$ cat config.mk
export PLATFORM = sky130hd
export DESIGN_NAME = alu_ex_stage_flat
export DESIGN_NICKNAME = d
export VERILOG_FILES = /design/src/rtl/alu_ex_stage_if.sv /design/src/rtl/alu_ex_stage.sv /design/src/flat_wrapper.sv
export SDC_FILE = /design/constraint.sdc
export NUM_CORES = 1
export LEC_CHECK = 0
export CELL_PAD_IN_SITES_DETAIL_PLACEMENT = 1
export CELL_PAD_IN_SITES_GLOBAL_PLACEMENT = 1
export CORE_AREA = 10 10 178 114
export DETAILED_ROUTE_END_ITERATION = 16
export DIE_AREA = 0 0 188 124
export HOLD_SLACK_MARGIN = 0.08
export PLACE_DENSITY = 0.92
export SYNTH_ARGS = -nofsm -noshare
export SYNTH_HDL_FRONTEND = slang
export SYNTH_SLANG_ARGS = --single-unit
$ cat constraint.sdc
create_clock -name clk -period 7.37 [get_ports clk]
set_input_delay 0.737 -clock clk [delete_from_list [all_inputs] [get_ports clk]]
set_output_delay 0.737 -clock clk [all_outputs]
set_load 0.005 [all_outputs]
$ cat src/rtl/alu_ex_stage_if.sv
// EX-stage ALU handshake bundle: operand/control input side and EX/MEM output slot.
// The ovf signal exists only when ALU_OVF_EN is defined.
interface alu_ex_stage_if #(
   parameter int WIDTH = 32
);
   logic             flush;
   logic             in_valid;
   logic             in_ready;
   logic [3:0]       alu_ctrl;
   logic [WIDTH-1:0] a;
   logic [WIDTH-1:0] b;
   logic             out_valid;
   logic             out_ready;
   logic [WIDTH-1:0] result;
   logic             zero;
   logic             branch_taken;
   logic             illegal_op;
`ifdef ALU_OVF_EN
   logic             ovf;
`endif

   modport master (
`ifdef ALU_OVF_EN
      input  ovf,
`endif
      output flush, in_valid, alu_ctrl, a, b, out_ready,
      input  in_ready, out_valid, result, zero, branch_taken, illegal_op
   );

   modport slave (
`ifdef ALU_OVF_EN
      output ovf,
`endif
      input  flush, in_valid, alu_ctrl, a, b, out_ready,
      output in_ready, out_valid, result, zero, branch_taken, illegal_op
   );
endinterface

$ cat src/rtl/alu_ex_stage.sv
// EX-stage ALU with a single registered EX/MEM output slot (valid/ready, flush).
// Optional signed-overflow flag enabled by defining ALU_OVF_EN.
module alu_ex_stage #(
   parameter int WIDTH = 32
) (
   input  logic          clk,
   input  logic          reset,
   alu_ex_stage_if.slave bus
);
   typedef enum logic {EMPTY, FULL} state_t;

   localparam logic [3:0] OP_ADD  = 4'b0000;
   localparam logic [3:0] OP_SUB  = 4'b0001;
   localparam logic [3:0] OP_AND  = 4'b0010;
   localparam logic [3:0] OP_NOR  = 4'b0011;
   localparam logic [3:0] OP_OR   = 4'b0100;
   localparam logic [3:0] OP_SLT  = 4'b0101;
   localparam logic [3:0] OP_BEQ  = 4'b0110;
   localparam logic [3:0] OP_BNE  = 4'b0111;
   localparam logic [3:0] OP_BGEZ = 4'b1111;

   state_t           r_state;
   state_t           w_nextState;
   logic             w_accept;
   logic [WIDTH-1:0] w_sum;
   logic [WIDTH-1:0] w_diff;
   logic [WIDTH-1:0] w_result;
   logic             w_taken;
   logic             w_illegal;
   logic [WIDTH-1:0] r_result;
   logic             r_zero;
   logic             r_taken;
   logic             r_illegal;
`ifdef ALU_OVF_EN
   logic             w_ovf;
   logic             r_ovf;
`endif

   assign bus.in_ready  = (r_state == EMPTY) | bus.out_ready;
   assign bus.out_valid = (r_state == FULL);
   assign w_accept      = bus.in_valid & bus.in_ready & ~bus.flush;
   assign w_sum         = bus.a + bus.b;
   assign w_diff        = bus.a - bus.b;

   always_comb begin
      w_result  = '0;
      w_taken   = 1'b0;
      w_illegal = 1'b0;
`ifdef ALU_OVF_EN
      w_ovf     = 1'b0;
`endif
      case (bus.alu_ctrl)
         OP_ADD: begin
            w_result = w_sum;
`ifdef ALU_OVF_EN
            w_ovf = (bus.a[WIDTH-1] == bus.b[WIDTH-1]) && (w_sum[WIDTH-1] != bus.a[WIDTH-1]);
`endif
         end
         OP_SUB: begin
            w_result = w_diff;
`ifdef ALU_OVF_EN
            w_ovf = (bus.a[WIDTH-1] != bus.b[WIDTH-1]) && (w_diff[WIDTH-1] != bus.a[WIDTH-1]);
`endif
         end
         OP_AND:  w_result = bus.a & bus.b;
         OP_NOR:  w_result = ~(bus.a | bus.b);
         OP_OR:   w_result = bus.a | bus.b;
         OP_SLT:  w_result = {{(WIDTH-1){1'b0}}, ($signed(bus.a) < $signed(bus.b))};
         OP_BEQ: begin
            w_result = w_diff;
            w_taken  = (bus.a == bus.b);
         end
         OP_BNE: begin
            w_result = w_diff;
            w_taken  = (bus.a != bus.b);
         end
         OP_BGEZ: begin
            w_result = bus.a;
            w_taken  = ~bus.a[WIDTH-1];
         end
         default: w_illegal = 1'b1;
      endcase
   end

   // Flush outranks both a new accept and a downstream drain.
   always_comb begin
      w_nextState = r_state;
      if (bus.flush) begin
         w_nextState = EMPTY;
      end else if (w_accept) begin
         w_nextState = FULL;
      end else if ((r_state == FULL) && bus.out_ready) begin
         w_nextState = EMPTY;
      end
   end

   always_ff @(posedge clk or posedge reset) begin
      if (reset) begin
         r_state <= EMPTY;
      end else begin
         r_state <= w_nextState;
      end
   end

   // Slot data changes only on accept, so it holds while stalled or empty.
   always_ff @(posedge clk or posedge reset) begin
      if (reset) begin
         r_result  <= '0;
         r_zero    <= 1'b0;
         r_taken   <= 1'b0;
         r_illegal <= 1'b0;
`ifdef ALU_OVF_EN
         r_ovf     <= 1'b0;
`endif
      end else if (w_accept) begin
         r_result  <= w_result;
         r_zero    <= (w_result == '0);
         r_taken   <= w_taken;
         r_illegal <= w_illegal;
`ifdef ALU_OVF_EN
         r_ovf     <= w_ovf;
`endif
      end
   end

   assign bus.result       = r_result;
   assign bus.zero         = r_zero;
   assign bus.branch_taken = r_taken;
   assign bus.illegal_op   = r_illegal;
`ifdef ALU_OVF_EN
   assign bus.ovf          = r_ovf;
`endif
endmodule

$ cat src/flat_wrapper.sv
// flat-port wrapper written by rule: the top's interface ports become plain ports
module alu_ex_stage_flat 
#(
   parameter int WIDTH = 32
)
  (clk, reset, bus_flush, bus_in_valid, bus_alu_ctrl, bus_a, bus_b, bus_out_ready, bus_in_ready, bus_out_valid, bus_result, bus_zero, bus_branch_taken, bus_illegal_op);
  alu_ex_stage_if #(.WIDTH(WIDTH)) bus_i ();
  input  logic clk;
  input  logic reset;
  input wire logic [$bits(bus_i.flush)-1:0] bus_flush;
  input wire logic [$bits(bus_i.in_valid)-1:0] bus_in_valid;
  input wire logic [$bits(bus_i.alu_ctrl)-1:0] bus_alu_ctrl;
  input wire logic [$bits(bus_i.a)-1:0] bus_a;
  input wire logic [$bits(bus_i.b)-1:0] bus_b;
  input wire logic [$bits(bus_i.out_ready)-1:0] bus_out_ready;
  output wire logic [$bits(bus_i.in_ready)-1:0] bus_in_ready;
  output wire logic [$bits(bus_i.out_valid)-1:0] bus_out_valid;
  output wire logic [$bits(bus_i.result)-1:0] bus_result;
  output wire logic [$bits(bus_i.zero)-1:0] bus_zero;
  output wire logic [$bits(bus_i.branch_taken)-1:0] bus_branch_taken;
  output wire logic [$bits(bus_i.illegal_op)-1:0] bus_illegal_op;
  assign bus_i.flush = bus_flush;
  assign bus_i.in_valid = bus_in_valid;
  assign bus_i.alu_ctrl = bus_alu_ctrl;
  assign bus_i.a = bus_a;
  assign bus_i.b = bus_b;
  assign bus_i.out_ready = bus_out_ready;
  assign bus_in_ready = bus_i.in_ready;
  assign bus_out_valid = bus_i.out_valid;
  assign bus_result = bus_i.result;
  assign bus_zero = bus_i.zero;
  assign bus_branch_taken = bus_i.branch_taken;
  assign bus_illegal_op = bus_i.illegal_op;
  alu_ex_stage #(.WIDTH(WIDTH)) u_core (.clk(clk), .reset(reset), .bus(bus_i));
endmodule
==> reports/metrics.cfg, run 1 <==
[pwr]
power.clock.fraction_pct=17.0
power_switching_uw=518
p_per_area_nw_per_um2=131
power_frac_seq_pct=22.4
power_uw=1140
cellLeakagePower_uw=0.00383
p_int_uw=625
combPwrFrac_pct=60.6
vdd_drop_max_mv=0.0847
swShare_pct=45.3

[critical_path]
reg2regPathDepth=12
critPathMaxStageDelay_ns=1.05
cp.arrival_ns=5.50
slowest_stage=clkdlybuf4s50_1
cp-startpoint=bus_alu_ctrl[3]
worstPathCellList=clkdlybuf4s50_1 > inv_1 > nand3_1 > o22ai_1 > a21oi_1 > o21ai_0 > nor4_1 > nand4_1 > or4_1 > nor4_1 > nand4_1 > o41ai_2
r2r_slack_ns=3.80
cp_top_family=simple AND/OR/NAND/NOR gates
required_ns=7.54
path_class=input pin to flip-flop
r2r-start=u_core.bus.out_valid
crit_buf_inv=2
path_max_fanout=21
reg2reg_to=u_core.bus.zero
endpoint_kind=flip-flop
startpoint_type=input pin

[sta]
setup_tns_ns=0
worstMarginPinSlew_ns=1.20
fin_worst_skew_ns=0.00221
slew_viol_final=0
post-route-period-util_pct=72.3
rsz0062_at_grt=false
fmax_ghz=0.188
fin_crit_ns=5.33
setup_ws_ns=2.04
finalSetupViolations=0
relSlewSlack_pct=19.5
hold_viol=0

[logic_synthesis]
synth-edff-count=0
async_flop_share_pct=100
synth_flop_cell=dfrtp_1
netlist_area_um2=7330
yosysWarnings=0
synth_area_per_cell_um2=6.93
synth-seq-cells=36
seq_area_frac_synth_pct=12.3
netlist_instances=1059
ys_types=84
synth_nets=1235

[floorplan]
ioPinCount=110
rows=37
core-area_um2=16900
dieArea_um2=23300
die-height_um=124
start_util_pct=43.5
die_w_um=188

[global_route]
grt_max_degree=46
grt_usage_pct=27.4
grt_pass1_vias=8788
antenna_found_initial=0
grt_pass1_wl_um=51200
gr-total-overflow=0

[run_status]
status=finished, final reports clean

[placed_design]
detailedPlace.worstSlack_ns=1.98
place_area_um2=8570
port_buffers=109
place_hpwl_um=26800
gp_congestion=0.984

[layout]
diodes=0
drive_gt1_share_pct=3.66
syn2layout_area_growth_pct=18.7
finalNetCount=1296
final_cell_area_um2=8700

[drt]
ant_nets=0
dr.pass1.iters=5
wl_met3_um=4750
dr.first_iter.drc_count=1269
met2_wirelength_um=13400
routedLengthMet1_um=15000
viasPerCell=6.68
wire_per_inst_um=24.9
top_layer=met4
dr_total_vias=9041
wl_um=33700
drc=0

[clock_network]
clkSinkCount=36
clkLatencyLatePin_ns=0.27
cts_hold_buffers=0
cts_post_setup_buffers_inserted=0
clockRootBuffer=clkbuf_16
cts_buffers=5
htreeDepth=2
cts_resized=0
cts_tree=done
clkTransAtPathRegs_ns=0.05
clockBufferDepth=2

[worst_hold_path]
hold_class=flip-flop to flip-flop
whs_path_depth=2
min_to=u_core.bus.result[3]
hp-start=u_core.bus.result[3]

[run]
cap_viol_max_count=0

==> power by group through the flow <==
stage / Combinational [uW] / Clock [uW] / Sequential (uW)
floorplan: 373 / 0 / 258
global placement: 638 / 0 / 255
detailed placement: 660 / 0 / 259
CTS: 666 / 197 / 256
global route: 739 / 206 / 260
finish: 692 / 195 / 256
==> worst reg2reg max path, stage by stage (launching register included) <==
cell,delay (ns)
dfrtp_1,0.38
nor2b_1,0.18
nor3b_2,0.21
buf_4,0.31
o21ai_0,0.14
a221oi_1,0.35
nand4_1,0.16
nor4_1,0.21
nand4_1,0.18
or4_1,0.51
nor4_1,0.34
nand4_1,0.17
o41ai_2,0.34
==> worst max path at each step <==
| stage | to | slack (ns) | depth (start not counted) |
|---|---|---|---|
| 5_1_grt | u_core.bus.zero | 1.85 | 12 |
| 6_report | u_core.bus.zero | 2.04 | 12 |
| 3_5_place_dp | u_core.bus.zero | 1.98 | 12 |
| 2_1_floorplan | u_core.bus.zero | 3.54 | 15 |
| 4_1_cts | u_core.bus.zero | 2.18 | 12 |
| 3_3_place_gp | u_core.bus.zero | 2.17 | 13 |
==> flip-flops by register name, indices dropped and copies added (netlist names) <==
signal and cells:
u_core.bus.illegal_op 1, u_core.bus.zero 1, u_core.bus.result 32, u_core.bus.out_valid 1
u_core.bus.branch_taken 1
==> kinds of logic (layout without fill, tap and decap cells) <==
logic type               count (synthesis)  in the layout  synth area share (%)
buffers and inverters                  163            224                  8.67
adder cells (fa/ha/maj)                103            103                  17.8
AO/OA/AOI/OAI                          368            368                  35.1
multiplexers                             8              8                  1.13
XOR/XNOR                                12             12                  1.43
flip-flops                              36             36                  12.3
AND/OR/NAND/NOR                        369            369                  23.6
==> cells in the final DEF, fill, tap and decap left out, drive strengths merged, types with 7 or more instances in the layout <==
cell	n
xnor2	9
o21a	7
a21o	20
dfrtp	36
a21oi	83
nand2b	8
nand4	16
o21bai	8
nand3	21
and3	7
or3	8
nor3	22
inv	99
o211ai	9
o21ai	85
buf	9
a221o	14
a221oi	20
o22ai	11
o221ai	8
nor2	83
nor4	19
a211oi	17
ha	101
a31oi	9
nor2b	12
clkdlybuf4s50	109
o31ai	15
nand2	147
==> metrics by stage <==
stage | cells | utilization, % | hold WS, ns
4_1_cts | 1354 | 51.6 | 0.492
5_1_grt | 1354 | 51.6 | 0.524
3_3_place_gp | 1347 | 50.9 | 0.459
6_report | 1354 | 51.6 | 0.482
2_1_floorplan | 1059 | - | 0.463
3_5_place_dp | 1347 | 50.9 | 0.472
==> layout make-up <==
type / count / area [um2]
clock buffer: 6 / 129
sequential: 36 / 901
multi-input combinational: 860 / 5850
inverter: 99 / 372
clock inverter: 1 / 5.00
timing repair buffer: 118 / 1160
tap: 234 / 293
fill: 2191 / 8150
==> metal layers <==
| metal | track usage [%] | up-vias |
|---|---|---|
| met2 | 39.9 | 603 |
| met3 | 9.80 | 55 |
| met1 | 38.1 | 4396 |
| li1 | - | 3987 |
| met4 | 4.73 | 0 |
| met5 | 0 | - |
==> synthesized netlist by cell type (all sizes together), types with 4 or more instances <==
library cell	number	area share (%)
nor2	83	4.2
o22ai	11	0.94
nor3	22	1.6
or4	5	0.51
a22o	6	0.72
a31oi	9	0.77
o221ai	8	0.96
a2111oi	4	0.73
and3	7	0.60
nor2b	12	1.0
ha	101	17
inv	99	5.1
or3	8	0.68
o21ai	85	5.8
o31a	6	0.84
and2	4	0.34
o21a	7	0.72
a221oi	20	2.4
nor4	19	1.7
o211ai	9	0.92
clkbuf	37	1.9
xnor2	9	1.1
a211o	4	0.48
nand2	147	7.6
dfrtp	36	12
a211oi	17	1.9
nand4	16	1.4
o311ai	5	0.70
buf	27	1.7
nand2b	8	0.68
o31ai	15	1.5
mux2i	6	0.82
o21bai	8	0.82
a21o	20	2.0
nand3	21	1.4
a21oi	83	5.7
a222oi	5	0.68
a221o	14	1.9
Note: power is estimated with default switching activity, not from simulation.
==> inputs of run 2 (changes only) <==
--- a/config.mk
+++ b/config.mk
@@ -7,11 +7,11 @@
 export LEC_CHECK = 0
 export CELL_PAD_IN_SITES_DETAIL_PLACEMENT = 1
 export CELL_PAD_IN_SITES_GLOBAL_PLACEMENT = 1
-export CORE_AREA = 10 10 178 114
+export CORE_AREA = 10 10 193 123
 export DETAILED_ROUTE_END_ITERATION = 16
-export DIE_AREA = 0 0 188 124
+export DIE_AREA = 0 0 203 133
 export HOLD_SLACK_MARGIN = 0.08
-export PLACE_DENSITY = 0.92
+export PLACE_DENSITY = 0.83
 export SYNTH_ARGS = -nofsm -noshare
 export SYNTH_HDL_FRONTEND = slang
 export SYNTH_SLANG_ARGS = --single-unit
==> constraint.sdc (replaced) <==
create_clock -name clk -period 4.8 [get_ports clk]
set_input_delay 0.48 -clock clk [delete_from_list [all_inputs] [get_ports clk]]
set_output_delay 0.48 -clock clk [all_outputs]
set_load 0.005 [all_outputs]
==> run 2 against run 1 <==
Net effect:
- global-route usage is 2.7 points lower
- register-to-register slack worse by 2.2 ns
- sequential power is 53% higher
- combinational power is 59% higher
- cell count is 6.8% higher
- worst setup slack worse by 1.7 ns
- highest routed layer unchanged
==> reports/metrics.cfg, run 2 (synthesis gave the netlist of run 1 again) <==
[layout]
final_common_cell=nand2_1
final_cell_mix=nand2_1, clkdlybuf4s50_1, ha_1
drive_gt1_share_pct=7.63
syn2layout_area_growth_pct=24.4
finalNetCount=1342
diodes=0
instances_no_fill=1446
finish.utilization_pct=44.8
largest_reg_flops=32

[worst_hold_path]
hold_class=flip-flop to flip-flop

[sta]
rsz0062_at_grt=false
hold_viol=0
setup_ws_ns=0.301
worstMarginPinSlew_ns=1.04
fin_crit_ns=4.50
post-route-period-util_pct=93.7
setup_tns_ns=0
relSlewSlack_pct=30.1
fmax_ghz=0.222
slew_viol_final=0
finalSetupViolations=0
fin_worst_skew_ns=0.00514

[drt]
dr_total_vias=8982
viasPerCell=6.21
drc=0
wire_per_inst_um=24.2
dr.pass1.iters=5
ant_nets=0
dr.first_iter.drc_count=1188
wl_um=35000

[placed_design]
dp_cells=1438
place_hpwl_um=28700
gp_congestion=1.01
detailedPlace.worstSlack_ns=0.138
port_buffers=109

[run_status]
status=finished, final reports clean

[critical_path]
required_ns=4.99
endpoint_kind=flip-flop
cp.arrival_ns=4.69
path_max_fanout=4
startpoint_type=input pin
path_class=input pin to flip-flop

[floorplan]
ioPinCount=110
dieArea_um2=27000
start_util_pct=36.0
die_w_um=203
rows=41
die-height_um=133
core-area_um2=20400

[global_route]
grt_pass1_wl_um=53100
antenna_found_initial=0
grt_usage_pct=24.7
grt_max_degree=37
gr-total-overflow=0
grt_pass1_vias=8906

[clock_network]
clkSinkCount=36
cts_resized=0
clkLatencyLatePin_ns=0.28
cts_buffers=5
clkTransAtPathRegs_ns=0.06
cts_hold_buffers=0
clockRootBuffer=clkbuf_16
cts_post_setup_buffers_inserted=0
clockBufferDepth=2
htreeDepth=2
cts_tree=done

[pwr]
cellLeakagePower_uw=0.00405
vdd_drop_max_mv=0.241
p_per_area_nw_per_um2=200

[run]
cap_viol_max_count=0

## run 2: changes by cell type in the layout (fill, tap and decap cells not counted), sizes merged
| cell | delta |
|---|---|
| clkinv | -1 |
| buf | +46 |
| clkinvlp | +1 |
| clkbuf | +1 |
## run 2: per-stage QoR
| stage | cell area (um2) | total power, uW | hold WS (ns) |
|---|---|---|---|
| floorplan | 7330 | 968 | 0.463 |
| global placement | 8970 | 1430 | 0.452 |
| detailed placement | 8970 | 1460 | 0.463 |
| CTS | 9120 | 1800 | 0.476 |
| global route | 9120 | 1930 | 0.507 |
| finish | 9120 | 1830 | 0.476 |
## run 2: routing by layer
layer / up-vias / track usage [%] / wire length (um)
met5: - / 0 / 0
met4: 0 / 4.25 / 469
met3: 43 / 8.73 / 4480
met2: 494 / 33.7 / 13400
met1: 4357 / 36.0 / 16600
li1: 4088 / - / -
## run 2: final timing paths
kind                                          to  slack (ns)             startpoint  depth (start not counted)
min in group asynchronous  u_core.bus.result[30]        0.61                  reset                          3
max                              u_core.bus.zero        0.30               bus_a[0]                         16
max reg2reg                      u_core.bus.zero        1.56   u_core.bus.out_valid                         11
min                        u_core.bus.illegal_op        0.48  u_core.bus.illegal_op                          2
max in group asynchronous   u_core.bus.result[4]        3.87                  reset                          3
min reg2reg                u_core.bus.illegal_op        0.48  u_core.bus.illegal_op                          2
## run 2: worst max-delay path, stage by stage
cell and delay [ns]:
clkdlybuf4s50_1 0.45, inv_1 0.10, ha_1 0.19, inv_1 0.06
fa_1 0.40, nor2b_1 0.17, o311ai_2 0.48, a21oi_1 0.19
a311o_1 0.39, a22o_1 0.21, o21ai_1 0.18, nand2_1 0.07
or4_1 0.49, nor4_1 0.32, nand4_1 0.17, o41ai_2 0.32
## run 2: final cells by class
type	instances	area, um2
repair buffers	164	1520
multi-input cells	860	5840
inverters	99	372
well taps	279	349
flip-flops and latches	36	901
fillers	2571	11200
clock inverters	1	7.51
clock buffers	7	143
## run 2: power by group
group	leakage [uW]	total, uW	switching, uW	internal (uW)
logic	0.00352	1100	655	448
clock network	0.0000701	333	126	207
registers	0.000460	391	32.2	359
